## src/rtl/uart_pkg.sv

```systemverilog
// Shared types and line levels for the serial transmit path.
// Imported by the frame transmitter so state names and idle/start/stop levels stay consistent.
package uart_pkg;

    typedef enum logic [2:0] {
        IDLE,
        START,
        DATA,
        PARITY,
        STOP
    } tx_state_t;

    localparam logic IDLE_LEVEL  = 1'b1;
    localparam logic START_LEVEL = 1'b0;
    localparam logic STOP_LEVEL  = 1'b1;

endpackage

```

## src/rtl/uart_tx_frame_sr.sv

```systemverilog
// Parallel-to-serial shift register; loads a word and presents one end of it as serial_out.
// Vacated positions fill with ones so an empty register reads as an idle line.
module flex_pts_sr #(
    parameter int NUM_BITS  = 8,
    parameter bit SHIFT_MSB = 1'b0
) (
    input  logic                clk,
    input  logic                n_rst,
    input  logic                load_enable,
    input  logic                shift_enable,
    input  logic [NUM_BITS-1:0] parallel_in,
    output logic                serial_out
);

    logic [NUM_BITS-1:0] r_data;

    // NOTE: a single flopped word is cheap to reset; resetting it to ones keeps serial_out idle-high.
    always_ff @(posedge clk or negedge n_rst) begin
        if (!n_rst) begin
            r_data <= '1;
        end else if (load_enable) begin
            r_data <= parallel_in;
        end else if (shift_enable) begin
            if (SHIFT_MSB) begin
                r_data <= {r_data[NUM_BITS-2:0], 1'b1};
            end else begin
                r_data <= {1'b1, r_data[NUM_BITS-1:1]};
            end
        end
    end

    assign serial_out = SHIFT_MSB ? r_data[NUM_BITS-1] : r_data[0];

endmodule

```

## src/rtl/uart_tx_frame.sv

```systemverilog
// Serial frame transmitter: start bit, LSB-first data, optional even parity, stop bit.
// The pin level is computed one cycle ahead and registered so the line never glitches.
module uart_tx_frame
    import uart_pkg::*;
#(
    parameter int NUM_DATA_BITS = 8,
    parameter int CLKS_PER_BIT  = 10,
    parameter int PARITY_EN     = 0
) (
    input  logic                     clk,
    input  logic                     n_rst,
    input  logic [NUM_DATA_BITS-1:0] tx_data,
    input  logic                     tx_valid,
    output logic                     tx_ready,
    output logic                     serial_out,
    output logic                     tx_done
);

    localparam int CNT_W = $clog2(CLKS_PER_BIT);
    localparam int IDX_W = $clog2(NUM_DATA_BITS + 1);
    localparam logic [CNT_W-1:0] CNT_LAST = CNT_W'(CLKS_PER_BIT - 1);
    localparam logic [IDX_W-1:0] IDX_LAST = IDX_W'(NUM_DATA_BITS - 1);

    tx_state_t        r_state;
    tx_state_t        w_next_state;
    logic [CNT_W-1:0] r_clk_cnt;
    logic [IDX_W-1:0] r_bit_idx;
    logic             r_serial_out;
    logic             r_tx_done;
    logic             r_parity;
    logic             w_next_serial;
    logic             w_next_done;
    logic             w_accept;
    logic             w_bit_end;
    logic             w_shift;
    logic             w_sr_out;

    assign tx_ready   = (r_state == IDLE);
    assign w_accept   = tx_valid && tx_ready;
    assign w_bit_end  = (r_clk_cnt == CNT_LAST);
    assign serial_out = r_serial_out;
    assign tx_done    = r_tx_done;

    // Shifting happens on entry to each data bit, so the register's LSB is always the next bit to send.
    flex_pts_sr #(
        .NUM_BITS (NUM_DATA_BITS),
        .SHIFT_MSB(1'b0)
    ) u_shift_reg (
        .clk         (clk),
        .n_rst       (n_rst),
        .load_enable (w_accept),
        .shift_enable(w_shift),
        .parallel_in (tx_data),
        .serial_out  (w_sr_out)
    );

    // NOTE: non-blocking assignments here so every flop samples pre-edge values.
    always_ff @(posedge clk or negedge n_rst) begin
        if (!n_rst) begin
            r_state      <= IDLE;
            r_clk_cnt    <= '0;
            r_bit_idx    <= '0;
            r_serial_out <= IDLE_LEVEL;
            r_tx_done    <= 1'b0;
            r_parity     <= 1'b0;
        end else begin
            r_state      <= w_next_state;
            r_serial_out <= w_next_serial;
            r_tx_done    <= w_next_done;
            if (r_state == IDLE || w_bit_end) begin
                r_clk_cnt <= '0;
            end else begin
                r_clk_cnt <= r_clk_cnt + 1'b1;
            end
            if (r_state != DATA) begin
                r_bit_idx <= '0;
            end else if (w_bit_end) begin
                r_bit_idx <= r_bit_idx + 1'b1;
            end
            if (w_accept) begin
                r_parity <= ^tx_data;
            end
        end
    end

    // NOTE: every output of this block gets a default first, so no path can infer a latch.
    always_comb begin
        w_next_state  = r_state;
        w_next_serial = r_serial_out;
        w_next_done   = 1'b0;
        w_shift       = 1'b0;
        unique case (r_state)
            IDLE: begin
                w_next_serial = IDLE_LEVEL;
                if (w_accept) begin
                    w_next_state  = START;
                    w_next_serial = START_LEVEL;
                end
            end
            START: begin
                if (w_bit_end) begin
                    w_next_state  = DATA;
                    w_next_serial = w_sr_out;
                    w_shift       = 1'b1;
                end
            end
            DATA: begin
                if (w_bit_end) begin
                    if (r_bit_idx != IDX_LAST) begin
                        w_next_serial = w_sr_out;
                        w_shift       = 1'b1;
                    end else if (PARITY_EN != 0) begin
                        w_next_state  = PARITY;
                        w_next_serial = r_parity;
                    end else begin
                        w_next_state  = STOP;
                        w_next_serial = STOP_LEVEL;
                    end
                end
            end
            PARITY: begin
                if (w_bit_end) begin
                    w_next_state  = STOP;
                    w_next_serial = STOP_LEVEL;
                end
            end
            STOP: begin
                if (w_bit_end) begin
                    w_next_state  = IDLE;
                    w_next_serial = IDLE_LEVEL;
                    w_next_done   = 1'b1;
                end
            end
            default: begin
                w_next_state  = IDLE;
                w_next_serial = IDLE_LEVEL;
            end
        endcase
    end

endmodule

```

## config.mk

```make
export PLATFORM = sky130hd
export DESIGN_NAME = uart_tx_frame
export DESIGN_NICKNAME = d
export VERILOG_FILES = /design/src/rtl/uart_pkg.sv /design/src/rtl/uart_tx_frame_sr.sv /design/src/rtl/uart_tx_frame.sv
export SDC_FILE = /design/constraint.sdc
export NUM_CORES = 1
export LEC_CHECK = 0
export CORE_ASPECT_RATIO = 0.7
export CORE_MARGIN = 2
export CORE_UTILIZATION = 45
export CTS_CLUSTER_SIZE = 30
export DETAILED_ROUTE_END_ITERATION = 12
export HOLD_SLACK_MARGIN = 0.12
export PLACE_DENSITY = 0.7
export SLEW_MARGIN = 10
export SYNTH_ARGS = -nofsm -noshare
export SYNTH_HDL_FRONTEND = slang
export SYNTH_SLANG_ARGS = --single-unit
```

## constraint.sdc

```tcl
create_clock -name clk -period 2 [get_ports clk]
set_clock_uncertainty 0.2 [all_clocks]
set_input_delay 0.3 -clock clk [delete_from_list [all_inputs] [get_ports clk]]
set_output_delay 0.3 -clock clk [all_outputs]
set_load 0.01 [all_outputs]
```

==> results of run 1 <==
## cell usage after synthesis (2+ instances only)
cell / number
a21oi_1: 10
xnor2_1: 2
or2_2: 2
xor2_1: 3
dfstp_2: 9
o21ai_0: 2
nand3_1: 3
mux2i_1: 7
inv_1: 3
nor2_1: 19
ha_1: 3
nand2_1: 5
dfrtp_1: 12
clkbuf_1: 4
## cell families (layout without fill, tap and decap cells)
group,count (synthesis),count (layout)
AND/OR/NAND/NOR,37,37
buffers and inverters,9,29
flip-flops,21,21
AO/OA/AOI/OAI,18,18
XOR/XNOR,6,6
adder cells (fa/ha/maj),3,3
multiplexers,7,7
## registers in the layout, summed over array words and instances, names as in the netlist
| name | cells |
|---|---|
| serial_out | 1 |
| r_clk_cnt | 4 |
| r_bit_idx | 4 |
| r_state | 3 |
| u_shift_reg.r_data | 8 |
| tx_done | 1 |
## repair_timing
item | CTS | global route
pin swaps | 0 | 4
setup endpoints to repair | 1 | 6
gates resized for setup | 1 | 1
setup buffers | 0 | 3
## power groups by stage
stage	logic [W]	clock network [W]	registers [W]
after floorplan	0.00000650	0	0.000444
after global placement	0.0000390	0	0.000444
after detailed placement	0.0000390	0	0.000444
after CTS	0.0000391	0.000208	0.000437
after global routing	0.0000423	0.000229	0.000438
final	0.0000380	0.000199	0.000437
## worst max-delay path: stages, from the launching register on
cell and delay, ns:
dfrtp_1 0.43, ha_2 0.19, and3b_2 0.22, a2111oi_4 0.36
buf_4 0.21, mux2i_1 0.19, a21oi_1 0.09
## metal layers
metal | vias to the layer above | global-route usage [%]
met4 | 0 | 4.89
met2 | 11 | 26.7
met3 | 4 | 4.49
met1 | 368 | 17.9
li1 | 381 | -
met5 | - | 0
## worst paths after layout
kind | to | from | cells after the start | slack [ns]
min in group clk | r_clk_cnt[0] | r_clk_cnt[0] | 1 | 0.29
hold reg to reg | r_clk_cnt[0] | r_clk_cnt[0] | 1 | 0.29
setup reg to reg | u_shift_reg.r_data[3] | r_bit_idx[0] | 6 | 0.05
setup / recovery | u_shift_reg.r_data[3] | r_bit_idx[0] | 6 | 0.05
max in group asynchronous | u_shift_reg.r_data[0] | n_rst | 2 | 1.21
hold / removal | r_clk_cnt[1] | n_rst | 2 | 0.12
## cell type report
cell class	instances	area [um^2]	share of cell area, %
multi-input combinational	71	483	37.3
tap	32	40.0	3.09
clock buffer	4	26.3	2.03
sequential	21	537	41.5
timing repair buffer	22	196	15.2
inverter	3	11.3	0.870
## metrics by stage
step	power [W]	hold WS, ns	instance area [um^2]	utilization (%)
5_1_grt	0.000710	0.139	1290	58.6
2_1_floorplan	0.000451	-0.196	1070	-
4_1_cts	0.000684	0.124	1270	57.5
6_report	0.000674	0.123	1290	58.6
3_3_place_gp	0.000483	0.276	1240	56.3
3_5_place_dp	0.000483	0.279	1240	56.3
## cells in the final DEF, fill, tap and decap left out, types with 2 or more instances in the layout
cell | synthesis | routed
clkdlybuf4s50_1 | 0 | 12
or2_2 | 2 | 2
buf_4 | 0 | 9
nand3_1 | 3 | 3
xor2_1 | 3 | 3
inv_1 | 3 | 3
o21ai_0 | 2 | 2
xnor2_1 | 2 | 2
clkbuf_4 | 0 | 3
dfstp_2 | 9 | 9
a21oi_1 | 10 | 10
nand2_1 | 5 | 5
mux2i_1 | 7 | 7
ha_1 | 3 | 2
dfrtp_1 | 12 | 12
nor2_1 | 19 | 19
==> impl_results.md, run 1 <==
* First-pass GRT wire length at 3.19 mm
* DRC viols at 0
* Final hold vios at 0
* Core area at 2210 um^2
* Avg Cell Area, Syn at 10.6 um^2
* Syn_nets at 115
* Pre-antenna DRT Iters at 4
* I/O Buffers at 13
* DR vias at 764
* XOR/XNOR Fraction of Synth Area at 5.61%
* Die Wd at 62.3 um
* Cell row count at 14
* Area contributors post-synth: dfrtp_1 28%, dfstp_2 22%, nor2_1 6.7%
* Synth area leader: dfrtp_1
* Gate power share at 5.6%
* Synthesized area at 1070 um^2
* Io pins at 14
* Leak Pwr at 0.606 nW
* Met1 WL at 863 um
* Grt total ovfl at 0
* Worst-path fanout max at 4
* Met2 wire length at 904 um
* Largest family of logic cells by synthesized area: simple AND/OR/NAND/NOR gates
* Die Span Y at 44.8 um
* Highest Signal Layer: met4
* Yosys top cell area share at 28.1%
* Non-filler instance count after layout at 153
* Initial Util at 48.5%
* WL met3 at 74 um
* Avg Vias per Cell at 4.99
* Total global-route track usage at 14.9%
* Fin. max-slew vios at 0
* Worst slack at placement at 0.0633 ns
* Compound-gate portion of the synthesized area at 11.5%
* Final WL at 1.87 mm
* Data arrival time of the worst path at 1.98 ns
* Sequential area share after synthesis at 50.2%
* Drt initial violations at 19
* Layout Nets at 136
* Mux share of post-synthesis cell area at 6.55%
* Crit path kind: reg2reg
* Largest net degree at the start of global routing at 22
* Max_slew headroom at 81.0%
* Post-route ant nets at 0
* Fillcell total at 215
* Period utilization at 97.7%
* PnR worst setup slack at 0.0464 ns
* Critical Path Sink Type: register
* Status: finished clean
* Switching Share at 20.5%
* Fmax at 0.512 GHz
* Internal cell power at 0.000536 W
* Hold Path Class: in2async
* H-tree Lvls at 1
* CTS buffer count at 3
* Vias in the first global route at 758
* Clock latency on the worst-skew pair at 0.30 ns
* Synthesis-to-layout area growth at 20.9%
* Placed insts at 146
* Gpl congestion at 0.863
* Diodes inserted at 0
* TritonCTS clock tree: built
* Worst-path clk slew at 0.11 ns
* Critical Path Start Type: register
* Die area at 2790 um^2
* Ratio of cells with drive above 1 in the final layout at 24.0%
* Worst slew pin tran at 0.283 ns
* RSZ-0062 raised after global routing: yes
* Max rail drop VDD at 0.423 mV
* Antenna violations before repair at 0
* Cts hold-fix bufs at 0
* CTS root buf: clkbuf_4
* Setup tns final at 0 ns
* Yosys warnings at 0
* Async SR Flop Fraction at 100%
* Synth unique cells at 31
* Simple-gate share of the synthesized area at 17.8%
* Flop pwr share at 64.8%
* #FFs+latches synth at 21
* Pwr per Cell Area at 521 nW/um^2
* Min Tclk post-route at 1.95 ns
* Adder-Cell Fraction of Synth Area at 3.51%
* WL/cell at 12.2 um
* Sw power at 0.000138 W
* Top_reg_cell synth: dfrtp_1
* Clock sink count at 21
* Post-synth EDFFs at 0
* Req. time, crit path at 2.03 ns
* Setup-failing EPs final at 0
* Post-DP HPWL at 1.39 mm
* Max Buffers Root-to-Sink at 2
* Clock share of power at 29.6%
* Max-cap viol count at 0
* Synth Instances at 101
Note: power is estimated with default switching activity, not from simulation.
==> run 2, diff against run 1 <==
--- a/config.mk
+++ b/config.mk
@@ -5,7 +5,7 @@
 export SDC_FILE = /design/constraint.sdc
 export NUM_CORES = 1
 export LEC_CHECK = 0
-export CORE_ASPECT_RATIO = 0.7
+export CORE_ASPECT_RATIO = 1.25
 export CORE_MARGIN = 2
 export CORE_UTILIZATION = 45
 export CTS_CLUSTER_SIZE = 30
==> impl_results.md, run 2 (synthesis results as in run 1) <==
* Clock sink count at 21
* CTS root buf: clkbuf_4
* Final hold vios at 0
* Pwr per Cell Area at 519 nW/um^2
* Req. time, crit path at 2.03 ns
* Max-cap viol count at 0
* Worst-path clk slew at 0.11 ns
* Min Tclk post-route at 1.91 ns
* Setup tns final at 0 ns
* Drt initial violations at 3
* Max_slew headroom at 78.8%
* DR vias at 759
* Fin. max-slew vios at 0
* TritonCTS clock tree: built
* Io pins at 14
* Crit path kind: reg2reg
* Biggest regs: u_shift_reg.r_data x8, r_bit_idx x4, r_clk_cnt x4
* Final WL at 1.80 mm
* Top reg by flops: u_shift_reg.r_data
* Worst-path fanout max at 8
* Data arrival time of the worst path at 1.93 ns
* H-tree Lvls at 1
* Critical Path Sink Type: register
* Diodes inserted at 0
* Worst R2R Setup Slack at 0.09 ns
* WL/cell at 11.8 um
* Post-route ant nets at 0
* Hold slack at 0.133 ns
* R2R cell count at 6
* Fmax at 0.525 GHz
* DRC viols at 0
* Largest net degree at the start of global routing at 22
* Layout Nets at 136
* Worst slew pin tran at 0.315 ns
* Antenna violations before repair at 0
* Max reg flops at 8
* Vias in the first global route at 766
* Placed inst area at 1240 um^2
* Critical R2R Launch: r_bit_idx[1]
* RR Endpoint: u_shift_reg.r_data[3]
* First-pass GRT wire length at 3.15 mm
* Post-DP HPWL at 1.35 mm
* PnR worst setup slack at 0.0938 ns
* Most frequent cells in the layout: 19 x nor2_1, 12 x clkdlybuf4s50_1, 12 x dfrtp_1
* Avg Vias per Cell at 4.99
* Status: finished clean
* Leak Pwr at 0.607 nW
* Critical Path Start Type: register
* Die area at 2790 um^2
* Die Wd at 47.6 um
* Initial Util at 47.9%
* Die Span Y at 58.5 um
* Power Total at 0.000673 W
* Setup-failing EPs final at 0
* I/O Buffers at 13
* Max Buffers Root-to-Sink at 2
* CTS buffer count at 3
* Gpl congestion at 0.794
* Cell row count at 19
* Worst slack at placement at 0.0683 ns
* Ratio of cells with drive above 1 in the final layout at 24.0%
* Clock latency on the worst-skew pair at 0.29 ns
* Hold Path Class: in2async
* Grt total ovfl at 0
* Post-route design area at 1300 um^2
* Total global-route track usage at 15.8%
* Core area at 2230 um^2
* Cts hold-fix bufs at 0
* Pre-antenna DRT Iters at 4
* Synthesis-to-layout area growth at 21.2%
* Period utilization at 95.3%
* Most common cell after layout, fill and taps aside: nor2_1
* Max rail drop VDD at 0.404 mV
## run 2: cell counts in the layout (fill, tap and decap cells not counted)
No cell type changed its count.
## run 2: worst max path at each step
stage	startpoint	to	slack [ns]
final	r_bit_idx[1]	u_shift_reg.r_data[3]	0.09
after global routing	r_bit_idx[1]	u_shift_reg.r_data[3]	-0.02
after CTS	r_bit_idx[0]	u_shift_reg.r_data[2]	0.06
after detailed placement	tx_valid	u_shift_reg.r_data[2]	0.07
after global placement	tx_valid	u_shift_reg.r_data[0]	0.10
after floorplan	r_bit_idx[0]	u_shift_reg.r_data[0]	0.004
## run 2: layer usage
metal,vias to the layer above,GRT usage (%),wire length [um]
met5,-,0,0
met4,0,8.11,30
met3,4,2.15,58
met2,15,25.5,920
met1,358,20.0,790
li1,382,-,-
## run 2: critical path, cell delays in order (launching register included)
cell	delay, ns
dfrtp_1	0.41
ha_2	0.19
and3b_2	0.22
a2111oi_4	0.35
buf_6	0.19
mux2i_1	0.20
a21oi_1	0.08
## run 2: area by class of cell
| cell class | instances | area [um^2] |
|---|---|---|
| sequential | 21 | 537 |
| clock buffer | 4 | 26.3 |
| fill | 216 | 938 |
| tap | 31 | 38.8 |
| inverter | 3 | 11.3 |
| multi-input combinational | 71 | 483 |
| timing repair buffer | 22 | 200 |
## run 2: repair_timing
item | in CTS | in global routing
pin swaps | 0 | 4
setup buffers | 0 | 3
endpoints found under the setup margin | 1 | 6
gates resized for setup | 1 | 2
## run 2: report_power, final
group	switching, W	internal (W)	total (W)
clock	0.000120	0.0000776	0.000198
combinational	0.0000143	0.0000241	0.0000384
sequential	0.00000299	0.000434	0.000437
## run 2: per-stage QoR
| stage | std cells | util [%] |
|---|---|---|
| finish | 152 | 58.0 |
| global route | 152 | 58.0 |
| CTS | 149 | 56.7 |
| detailed placement | 145 | 55.6 |
| global placement | 145 | 55.6 |
| floorplan | 101 | - |
